===== src/rtl/os_tx_generator_pkg.sv =====
// Shared definitions for the Gen1/Gen2 transmit ordered-set generator.
// Holds the 8b/10b symbol constants, the os_type encodings (shared with the
// TX LTSSM), set lengths and the latched training-set field bundle.
// Optional feature macro: OS_TX_EIEOS_EN (enables os_type 4, EIEOS).
package os_tx_generator_pkg;

    localparam logic [7:0] SymCom   = 8'hBC;  // K28.5
    localparam logic [7:0] SymPad   = 8'hF7;  // K23.7
    localparam logic [7:0] SymSkp   = 8'h1C;  // K28.0
    localparam logic [7:0] SymIdl   = 8'h7C;  // K28.3
    localparam logic [7:0] SymEie   = 8'hFC;  // K28.7
    localparam logic [7:0] SymTs1Id = 8'h4A;  // D10.2
    localparam logic [7:0] SymTs2Id = 8'h45;  // D5.2

    localparam int unsigned LongSetLen  = 16;
    localparam int unsigned ShortSetLen = 4;

    typedef enum logic [2:0] {
        OsTs1   = 3'd0,
        OsTs2   = 3'd1,
        OsSkp   = 3'd2,
        OsEios  = 3'd3,
        OsEieos = 3'd4
    } os_type_e;

    typedef struct packed {
        logic [7:0] link_number;
        logic       link_pad;
        logic       lane_pad;
        logic [7:0] n_fts;
        logic [7:0] rate_id;
        logic [7:0] train_ctl;
    } ts_fields_t;

    // Index of the final symbol of a set of the given type.
    function automatic logic [3:0] os_last_idx(os_type_e t);
        case (t)
            OsSkp, OsEios: return 4'(ShortSetLen - 1);
            default:       return 4'(LongSetLen - 1);
        endcase
    endfunction

    function automatic logic os_type_supported(logic [2:0] t);
`ifdef OS_TX_EIEOS_EN
        return t <= 3'd4;
`else
        return t <= 3'd3;
`endif
    endfunction

endpackage


===== src/rtl/os_tx_generator_rom.sv =====
// os_symbol_rom: combinational per-lane symbol lookup.
// Ports:
//   os_type_i  - ordered-set type being sent
//   sym_idx_i  - symbol position within the set
//   fields_i   - latched TS fields (link/lane pad, n_fts, rate_id, train_ctl)
//   lane_idx_i - this lane's number, sent as TS symbol 2
//   sym_o      - symbol byte
//   symk_o     - K flag
// Optional feature macro: OS_TX_EIEOS_EN (adds the EIEOS pattern).
module os_symbol_rom
    import os_tx_generator_pkg::*;
(
    input  os_type_e   os_type_i,
    input  logic [3:0] sym_idx_i,
    input  ts_fields_t fields_i,
    input  logic [7:0] lane_idx_i,
    output logic [7:0] sym_o,
    output logic       symk_o
);

    always_comb begin
        sym_o  = 8'h00;
        symk_o = 1'b0;
        case (os_type_i)
            OsTs1, OsTs2: begin
                case (sym_idx_i)
                    4'd0: begin
                        sym_o  = SymCom;
                        symk_o = 1'b1;
                    end
                    4'd1: begin
                        sym_o  = fields_i.link_pad ? SymPad : fields_i.link_number;
                        symk_o = fields_i.link_pad;
                    end
                    4'd2: begin
                        sym_o  = fields_i.lane_pad ? SymPad : lane_idx_i;
                        symk_o = fields_i.lane_pad;
                    end
                    4'd3:    sym_o = fields_i.n_fts;
                    4'd4:    sym_o = fields_i.rate_id;
                    4'd5:    sym_o = fields_i.train_ctl;
                    default: sym_o = (os_type_i == OsTs1) ? SymTs1Id : SymTs2Id;
                endcase
            end
            OsSkp: begin
                sym_o  = (sym_idx_i == 4'd0) ? SymCom : SymSkp;
                symk_o = 1'b1;
            end
            OsEios: begin
                sym_o  = (sym_idx_i == 4'd0) ? SymCom : SymIdl;
                symk_o = 1'b1;
            end
`ifdef OS_TX_EIEOS_EN
            OsEieos: begin
                if (sym_idx_i == 4'd0) begin
                    sym_o  = SymCom;
                    symk_o = 1'b1;
                end else if (sym_idx_i == 4'd15) begin
                    sym_o  = SymTs1Id;
                    symk_o = 1'b0;
                end else begin
                    sym_o  = SymEie;
                    symk_o = 1'b1;
                end
            end
`endif
            default: begin
                sym_o  = 8'h00;
                symk_o = 1'b0;
            end
        endcase
    end

endmodule


===== src/rtl/os_tx_generator.sv =====
// os_tx_generator: transmit-side ordered-set generator (Gen1/Gen2, 8b/10b).
// Emits TS1/TS2/SKP/EIOS (and EIEOS when OS_TX_EIEOS_EN is defined) one
// symbol per lane per clock. The FSM registers drive the per-lane symbol
// ROMs, and every output is registered behind them, so the first symbol
// appears one edge after the accepting edge.
// Ports:
//   clk, reset        - clock, asynchronous active-high reset
//   os_req_i          - request, accepted when os_req_i && os_ready_o
//   os_type_i         - 0 TS1, 1 TS2, 2 SKP, 3 EIOS, 4 EIEOS
//   os_count_i        - sets to send back to back (0 means 1)
//   link_number_i, link_pad_i, lane_pad_i, n_fts_i, rate_id_i, train_ctl_i
//                     - TS fields, latched on accept
//   os_abort_i        - finish the current set, then stop
//   tx_data_o         - lane i symbol at [8i+:8]
//   tx_datak_o        - per-lane K flag
//   tx_valid_o        - data valid
//   os_ready_o        - idle, may accept
//   os_done_o         - pulse on the final symbol of the final set
// Optional feature macro: OS_TX_EIEOS_EN.
module os_tx_generator
    import os_tx_generator_pkg::*;
#(
    parameter int unsigned LANES = 16
) (
    input  logic               clk,
    input  logic               reset,
    input  logic               os_req_i,
    input  logic [2:0]         os_type_i,
    input  logic [7:0]         os_count_i,
    input  logic [7:0]         link_number_i,
    input  logic               link_pad_i,
    input  logic               lane_pad_i,
    input  logic [7:0]         n_fts_i,
    input  logic [7:0]         rate_id_i,
    input  logic [7:0]         train_ctl_i,
    input  logic               os_abort_i,
    output logic [8*LANES-1:0] tx_data_o,
    output logic [LANES-1:0]   tx_datak_o,
    output logic               tx_valid_o,
    output logic               os_ready_o,
    output logic               os_done_o
);

    typedef enum logic [0:0] {StIdle, StSend} state_e;

    state_e     state_q, state_d;
    os_type_e   type_q, type_d;
    ts_fields_t fields_q, fields_d;
    logic [3:0] sym_idx_q, sym_idx_d;
    logic [7:0] remaining_q, remaining_d;
    logic       abort_q, abort_d;

    logic [8*LANES-1:0] tx_data_q, tx_data_d;
    logic [LANES-1:0]   tx_datak_q, tx_datak_d;
    logic               tx_valid_q, tx_valid_d;
    logic               os_ready_q, os_ready_d;
    logic               os_done_q, os_done_d;

    logic [8*LANES-1:0] rom_data;
    logic [LANES-1:0]   rom_k;
    logic               accept;
    logic               last_sym;
    logic               final_set;

    for (genvar i = 0; i < LANES; i++) begin : g_lane
        os_symbol_rom u_rom (
            .os_type_i (type_q),
            .sym_idx_i (sym_idx_q),
            .fields_i  (fields_q),
            .lane_idx_i(8'(i)),
            .sym_o     (rom_data[8*i +: 8]),
            .symk_o    (rom_k[i])
        );
    end

    always_comb begin
        accept    = os_req_i && os_ready_q && os_type_supported(os_type_i);
        last_sym  = (sym_idx_q == os_last_idx(type_q));
        // An abort seen on the last symbol itself still ends here, with one os_done.
        final_set = last_sym && ((remaining_q == 8'd1) || abort_q || os_abort_i);

        state_d     = state_q;
        type_d      = type_q;
        fields_d    = fields_q;
        sym_idx_d   = sym_idx_q;
        remaining_d = remaining_q;
        abort_d     = abort_q;

        unique case (state_q)
            StIdle: begin
                if (accept) begin
                    state_d              = StSend;
                    type_d               = os_type_e'(os_type_i);
                    fields_d.link_number = link_number_i;
                    fields_d.link_pad    = link_pad_i;
                    fields_d.lane_pad    = lane_pad_i;
                    fields_d.n_fts       = n_fts_i;
                    fields_d.rate_id     = rate_id_i;
                    fields_d.train_ctl   = train_ctl_i;
                    sym_idx_d            = 4'd0;
                    remaining_d          = (os_count_i == 8'd0) ? 8'd1 : os_count_i;
                    abort_d              = 1'b0;
                end
            end
            StSend: begin
                abort_d = abort_q || os_abort_i;
                if (last_sym) begin
                    sym_idx_d   = 4'd0;
                    remaining_d = remaining_q - 8'd1;
                    if (final_set) begin
                        state_d = StIdle;
                        abort_d = 1'b0;
                    end
                end else begin
                    sym_idx_d = sym_idx_q + 4'd1;
                end
            end
            default: state_d = StIdle;
        endcase

        // Output stage: reflects the symbol selected by the current FSM registers.
        tx_valid_d = (state_q == StSend);
        tx_data_d  = (state_q == StSend) ? rom_data : '0;
        tx_datak_d = (state_q == StSend) ? rom_k : '0;
        os_done_d  = (state_q == StSend) && final_set;
        // Ready drops on the accepting edge so a second request cannot slip in.
        os_ready_d = (state_q == StIdle) && !accept;
    end

    always_ff @(posedge clk or posedge reset) begin
        if (reset) begin
            state_q     <= StIdle;
            type_q      <= OsTs1;
            fields_q    <= '0;
            sym_idx_q   <= 4'd0;
            remaining_q <= 8'd0;
            abort_q     <= 1'b0;
            tx_data_q   <= '0;
            tx_datak_q  <= '0;
            tx_valid_q  <= 1'b0;
            os_ready_q  <= 1'b1;
            os_done_q   <= 1'b0;
        end else begin
            state_q     <= state_d;
            type_q      <= type_d;
            fields_q    <= fields_d;
            sym_idx_q   <= sym_idx_d;
            remaining_q <= remaining_d;
            abort_q     <= abort_d;
            tx_data_q   <= tx_data_d;
            tx_datak_q  <= tx_datak_d;
            tx_valid_q  <= tx_valid_d;
            os_ready_q  <= os_ready_d;
            os_done_q   <= os_done_d;
        end
    end

    assign tx_data_o  = tx_data_q;
    assign tx_datak_o = tx_datak_q;
    assign tx_valid_o = tx_valid_q;
    assign os_ready_o = os_ready_q;
    assign os_done_o  = os_done_q;

endmodule


===== config.mk =====
export PLATFORM = sky130hd
export DESIGN_NAME = os_tx_generator
export DESIGN_NICKNAME = d
export VERILOG_FILES = /design/src/rtl/os_tx_generator_pkg.sv /design/src/rtl/os_tx_generator_rom.sv /design/src/rtl/os_tx_generator.sv
export SDC_FILE = /design/constraint.sdc
export NUM_CORES = 1
export LEC_CHECK = 0
export BUFFER_PORTS_ARGS = -buffer_cell sky130_fd_sc_hd__buf_2
export CORE_ASPECT_RATIO = 1.4
export CORE_MARGIN = 2
export CORE_UTILIZATION = 40
export CTS_BUF_LIST = sky130_fd_sc_hd__clkbuf_4
export DETAILED_ROUTE_END_ITERATION = 16
export PLACE_DENSITY = 0.68
export SKIP_CTS_REPAIR_TIMING = 1
export SYNTH_ARGS = -nofsm -noshare
export SYNTH_HDL_FRONTEND = slang
export SYNTH_SLANG_ARGS = --single-unit

===== constraint.sdc =====
create_clock -name clk -period 3.96 [get_ports clk]
set_clock_uncertainty 0.1 [all_clocks]
set_input_delay 0.594 -clock clk [delete_from_list [all_inputs] [get_ports clk]]
set_output_delay 0.594 -clock clk [all_outputs]
set_load 0.05 [all_outputs]

* Yosys cells after proc, flatten, opt, wreduce, memory -nomap -nowiden
Index checks and enable logic that the tools add are counted.
** Storage, ports and cells
- Bits in registers :: 198
- Input port bits :: 49
** Operators by class
- Reduce and logical (&&, ||, !) cells :: 16
- Bitwise gates (word level) :: 1
- Add/subtract/negate cells :: 2
- Multiplexer cells :: 72
- $lt $le $gt $ge :: 1
- Equal/unequal tests :: 12
** Operators by type and width (count)
- one-hot mux 8 bit (6 select lines) :: 16
- one-hot mux 8 bit (3 select lines) :: 16
- two-way mux 8 bit :: 22
- two-way mux 128 bit :: 1
- two-way mux 16 bit :: 1
- two-way mux 4 bit :: 4
- one-hot mux 8 bit (2 select lines) :: 1
- == test 4 x 2 -> 1 bit (second input constant) :: 2
- == test 4 x 3 -> 1 bit (second input constant) :: 2
- == test 8 x 1 -> 1 bit (second input constant) :: 1
- logical NOT 8 bit :: 1
- one-hot mux 4 bit (2 select lines) :: 1
- subtractor 8 x 1 -> 8 bit (second input constant) :: 1
- == test 3 x 2 -> 1 bit (second input constant) :: 2
- two-way mux 1 bit :: 6
- one-hot mux 1 bit (2 select lines) :: 3
- logical AND 1 bit :: 5
- adder 4 x 1 -> 4 bit (second input constant) :: 1
- == test 4 x 1 -> 1 bit (second input constant) :: 1
- == test 4 bit :: 1
- logical NOT 4 bit :: 1
- AND reduction 2 bit :: 2
- OR reduction 2 bit :: 2
- == test 3 x 1 -> 1 bit (second input constant) :: 1
- 8 further kinds :: 10

* Logic depth before layout (Yosys ltp)
- Word-level depth :: 8
- Mapped depth :: 8

* Cells and area by module
A second synthesis with hierarchy kept.
** Second synthesis, totals
- Cells, all modules :: 2242
- Area total of the unflattened synthesis :: 17973.5 um^2
** By module, submodules not included
- os_symbol_rom :: instances 16, area each 689.4 um^2, seq. area each 0.0 um^2, cells each 105
- os_tx_generator :: instances 1, area each 6942.9 um^2, seq. area each 4956.0 um^2, cells each 562

* Least setup slack after synthesis
Ideal clock, no wire load.
- Path kind :: register -> register
- From :: register os_ready_q, in the netlist os_ready_o
- To :: register remaining_q[3]
- Library setup time :: 87 ps
- Required time :: 3773 ps
- Setup slack :: 2029 ps
- Cell stages (with the launch flop) :: 7
- Data arrival time :: 1745 ps
- Path through :: dfstp_2 -> nand2_1 -> or2_2 -> nor2_1 -> clkbuf_1 -> nand2_1 -> o211ai_1
** Between the ends
- Word-level cells in the longest chain between the ends :: 4
** RTL lines
- from (decl) :: RTL line os_tx_generator.sv:56 : logic os_ready_q, os_ready_d;
- from (signal assigned) :: RTL line os_tx_generator.sv:153 : os_ready_q <= os_ready_d;
- logical AND 1 bit (2 in a row) :: RTL line os_tx_generator.sv:77 : accept = os_req_i && os_ready_q && os_type_supported(os_type_i);
- inequality test 2 bit (no source line)
- AND reduction 2 bit (no source line)
- to (signal assigned) :: RTL line os_tx_generator.sv:148 : remaining_q <= remaining_d;
- to (decl) :: RTL line os_tx_generator.sv:50 : logic [7:0] remaining_q, remaining_d;
Every way passes these cells.
A chain may end at the register's enable or synchronous reset.

* Worst setup path after layout
- From :: register sym_idx_q[2]
- To :: register remaining_q[7]
** Between the ends
- Word-level cells in the longest chain between the ends :: 3
** RTL lines
- from (decl) :: RTL line os_tx_generator.sv:49 : logic [3:0] sym_idx_q, sym_idx_d;
- from (signal assigned) :: RTL line os_tx_generator.sv:147 : sym_idx_q <= sym_idx_d;
- == test 4 bit :: RTL line os_tx_generator.sv:78 : last_sym = (sym_idx_q == os_last_idx(type_q));
- inequality test 2 x 1 -> 1 bit (no source line)
- AND reduction 2 bit (no source line)
Every way passes these cells.

==> flow_metrics.env <==
export IMPL_rr_endpoint="remaining_q[7]$_DFFE_PP0P_"
export IMPL_die_height_um=125
export IMPL_worst_pin_slew_ns=1.16
export IMPL_row_count=44
export IMPL_die_area_mm2=0.0113
export IMPL_hold_path_class="input port to flip-flop"
export IMPL_dp_cells=674
export IMPL_routed_via_density=4.70
export IMPL_drt_pass1_iter_count=4
export IMPL_vias=3243
export IMPL_initialDrtViolationCount=208
export IMPL_holdPathEnd="fields_q[0]$_DFFE_PP0P_"
export IMPL_dp_hpwl_mm=7.13
export IMPL_core_area_mm2=0.0103
export IMPL_grt_pass1_vias=3013
export IMPL_finalNonFillerCells=690
export IMPL_cts_tree="done"
export IMPL_cts_buffers=9
export IMPL_syn_area_mm2=0.00419
export IMPL_yosysWarnings=0
export IMPL_min_delay_start="train_ctl_i[0]"
export IMPL_ys_types=53
export IMPL_postLayoutCellArea_mm2=0.00442
export IMPL_syn_mean_instance_area_um2=8.55
export IMPL_worstPathRequired_ns=4.17
export IMPL_timing_final_crit_share_pct=56.9
export IMPL_cts_max_level=3
export IMPL_layout_drive_gt1_share_pct=40.5
export IMPL_hold_path_depth=3
export IMPL_synth_nets=545
export IMPL_slew_headroom_pct=22.7
export IMPL_overflow=0
export IMPL_crit_type="flip-flop to flip-flop"
export IMPL_clockBufferDepth=2
export IMPL_track_usage_pct=16.8
export IMPL_clkTransAtPathRegs_ns=0.10
export IMPL_initial_core_util_pct=40.7
export IMPL_ys_seq_area_share_pct=40.1
export IMPL_io_buffers=195
export IMPL_avgRoutedWirePerCell_um=13.5
export IMPL_gp_congestion=0.902
export IMPL_crit_arrival_ns=2.46
export IMPL_ios=196
export IMPL_rr_startpoint="sym_idx_q[2]$_DFFE_PP0N_"
export IMPL_tns_ns=0
export IMPL_netlist_instances=490
export IMPL_cp_cell_sequence="nand2_1, mux2i_4, nand4_2, o211a_1, a221o_1"
export IMPL_ys_ff_latch=67
export IMPL_crit_fanout=28
export IMPL_rsz0062_at_grt="false"
export IMPL_ff2ff_setup_slack_ns=1.71
export IMPL_cp_start_kind="flip-flop"
export IMPL_dpl_cell_area_mm2=0.00429
export IMPL_synth_ff_type="dfrtp_1"
export IMPL_clk_latency_ns=0.42
export IMPL_die_x_um=90.5
export IMPL_grt_max_degree=58
export IMPL_syn_to_final_growth_pct=5.53
export IMPL_maxSlewViolCount=0
export IMPL_ant_nets=0
export IMPL_reg2regPathDepth=5
export IMPL_wl_mm=9.35
export IMPL_synth_edf_count=0
export IMPL_drc=0
export IMPL_status="finished clean"
export IMPL_setup_violations=0
export IMPL_nets=602
export IMPL_fmax_mhz=444
export IMPL_root_buffer="clkbuf_4"
export IMPL_cp_slowest_cell="dfrtp_1"
export IMPL_synthArstFlopShare_pct=100
export IMPL_cts_sinks=67
export IMPL_finalCriticalPeriod_ns=2.25
export IMPL_drv_cap=0
export IMPL_finalHoldViolations=0
export IMPL_critPathMaxStageDelay_ns=0.84
export IMPL_grt_antenna_before_repair=1
export IMPL_grt_pass1_wl_mm=15.2
export IMPL_cp_end_kind="flip-flop"
==> layout by cell type (no fill, tap or decap), drive strengths merged, types with 2 or more instances in the layout <==
cell / netlist / final
o221ai: 2 / 2
a22oi: 2 / 2
nor2: 22 / 22
nand2b: 8 / 8
clkinv: 0 / 3
nand3: 10 / 10
dfrtp: 66 / 66
or2: 3 / 3
nand3b: 2 / 2
o211ai: 3 / 3
or3: 2 / 2
nand4: 2 / 2
a31oi: 6 / 6
or4: 2 / 2
a311oi: 3 / 3
nor2b: 3 / 3
and2: 3 / 3
clkbuf: 16 / 11
ha: 6 / 6
o21ai: 7 / 7
inv: 8 / 8
nor3: 3 / 3
a211oi: 6 / 6
a21oi: 13 / 13
o311ai: 5 / 5
mux2i: 4 / 4
nor4: 4 / 4
buf: 137 / 199
nand2: 125 / 125
==> worst max-delay path by stage <==
stage | depth (start not counted) | slack, ns | end | startpoint
finish | 5 | 1.71 | remaining_q[7]$_DFFE_PP0P_ | sym_idx_q[2]$_DFFE_PP0N_
floorplan | 1 | 1.58 | abort_q$_DFFE_PP0N_ | reset
detailed placement | 5 | 1.73 | remaining_q[7]$_DFFE_PP0P_ | sym_idx_q[2]$_DFFE_PP0N_
CTS | 5 | 1.72 | remaining_q[7]$_DFFE_PP0P_ | sym_idx_q[2]$_DFFE_PP0N_
global placement | 5 | 1.78 | remaining_q[7]$_DFFE_PP0P_ | sym_idx_q[2]$_DFFE_PP0N_
global route | 5 | 1.46 | remaining_q[5]$_DFFE_PP0P_ | sym_idx_q[2]$_DFFE_PP0N_
==> cell usage after synthesis (2+ instances only) <==
master,n,area (µm²)
a211oi_1,6,45.0
a21oi_1,13,65.1
a22oi_1,2,15.0
a311oi_1,3,26.3
a31oi_1,6,37.5
and2_1,3,18.8
buf_1,2,7.51
buf_2,3,15.0
buf_4,131,983
clkbuf_1,16,60.1
dfrtp_1,66,1650
ha_1,6,75.1
inv_1,8,30.0
mux2i_1,3,30.0
nand2_1,125,469
nand2b_1,8,50.1
nand3_1,9,45.0
nand3b_1,2,15.0
nor2_1,22,82.6
nor2b_1,3,18.8
nor3_1,3,15.0
nor4_1,4,25.0
o211ai_1,3,22.5
o21ai_0,7,35.0
o221ai_1,2,17.5
o311ai_0,4,35.0
or2_2,2,12.5
or3_1,2,12.5
or4_1,2,15.0
==> logic make-up (layout without fill, tap and decap cells) <==
| logic type | Yosys count | in the layout | share of synthesized area [%] |
|---|---|---|---|
| multiplexers | 4 | 4 | 1.25 |
| adder cells (fa/ha/maj) | 6 | 6 | 1.79 |
| flip-flops | 67 | 67 | 40.1 |
| other | 0 | 1 | 0 |
| XOR/XNOR | 2 | 2 | 0.418 |
| AND/OR/NAND/NOR | 191 | 191 | 20.0 |
| AO/OA/AOI/OAI | 59 | 59 | 10.0 |
| buffers and inverters | 161 | 222 | 26.4 |
==> per-layer routing <==
layer	track usage (%)	wire length (µm)	vias up
met2	28.5	4670	150
met1	19.8	3770	1478
met4	8.78	248	0
met3	3.73	654	18
met5	0	0	-
li1	-	-	1597
==> registers in the layout, indices dropped and copies added, names as in the netlist <==
register,flops
fields_q,34
tx_data_o,12
remaining_q,8
sym_idx_q,4
type_q,3
abort_q,1
os_done_o,1
os_ready_o,1
state_q,1
tx_datak_o,1
tx_valid_o,1
==> critical path: cells and delay by family, from the launching register on <==
kind / cells / cell delay, ns
AO/OA/AOI/OAI: 2 / 0.51
multiplexers: 1 / 0.31
AND/OR/NAND/NOR: 2 / 0.39
flip-flops: 1 / 0.84
==> per-stage QoR <==
| step | util, % | hold slack (ns) | setup WS [ns] |
|---|---|---|---|
| 2_1_floorplan | - | 0.249 | 1.58 |
| 3_3_place_gp | 41.7 | 0.361 | 1.78 |
| 3_5_place_dp | 41.7 | 0.354 | 1.73 |
| 4_1_cts | 42.9 | 0.234 | 1.72 |
| 5_1_grt | 42.9 | 0.241 | 1.46 |
| 6_report | 42.9 | 0.258 | 1.71 |
==> area by class of cell <==
| type | count | area, µm² |
|---|---|---|
| well taps | 138 | 173 |
| repair buffers | 199 | 1010 |
| inverters | 8 | 30.0 |
| fillers | 1052 | 5870 |
| clock inverters | 4 | 42.5 |
| diodes | 1 | 2.50 |
| flip-flops and latches | 67 | 1680 |
| multi-input cells | 262 | 1410 |
| clock buffers | 11 | 82.6 |
Power is not shown: default switching activity piles up to over one toggle a cycle in this logic, so the estimate is an artifact.
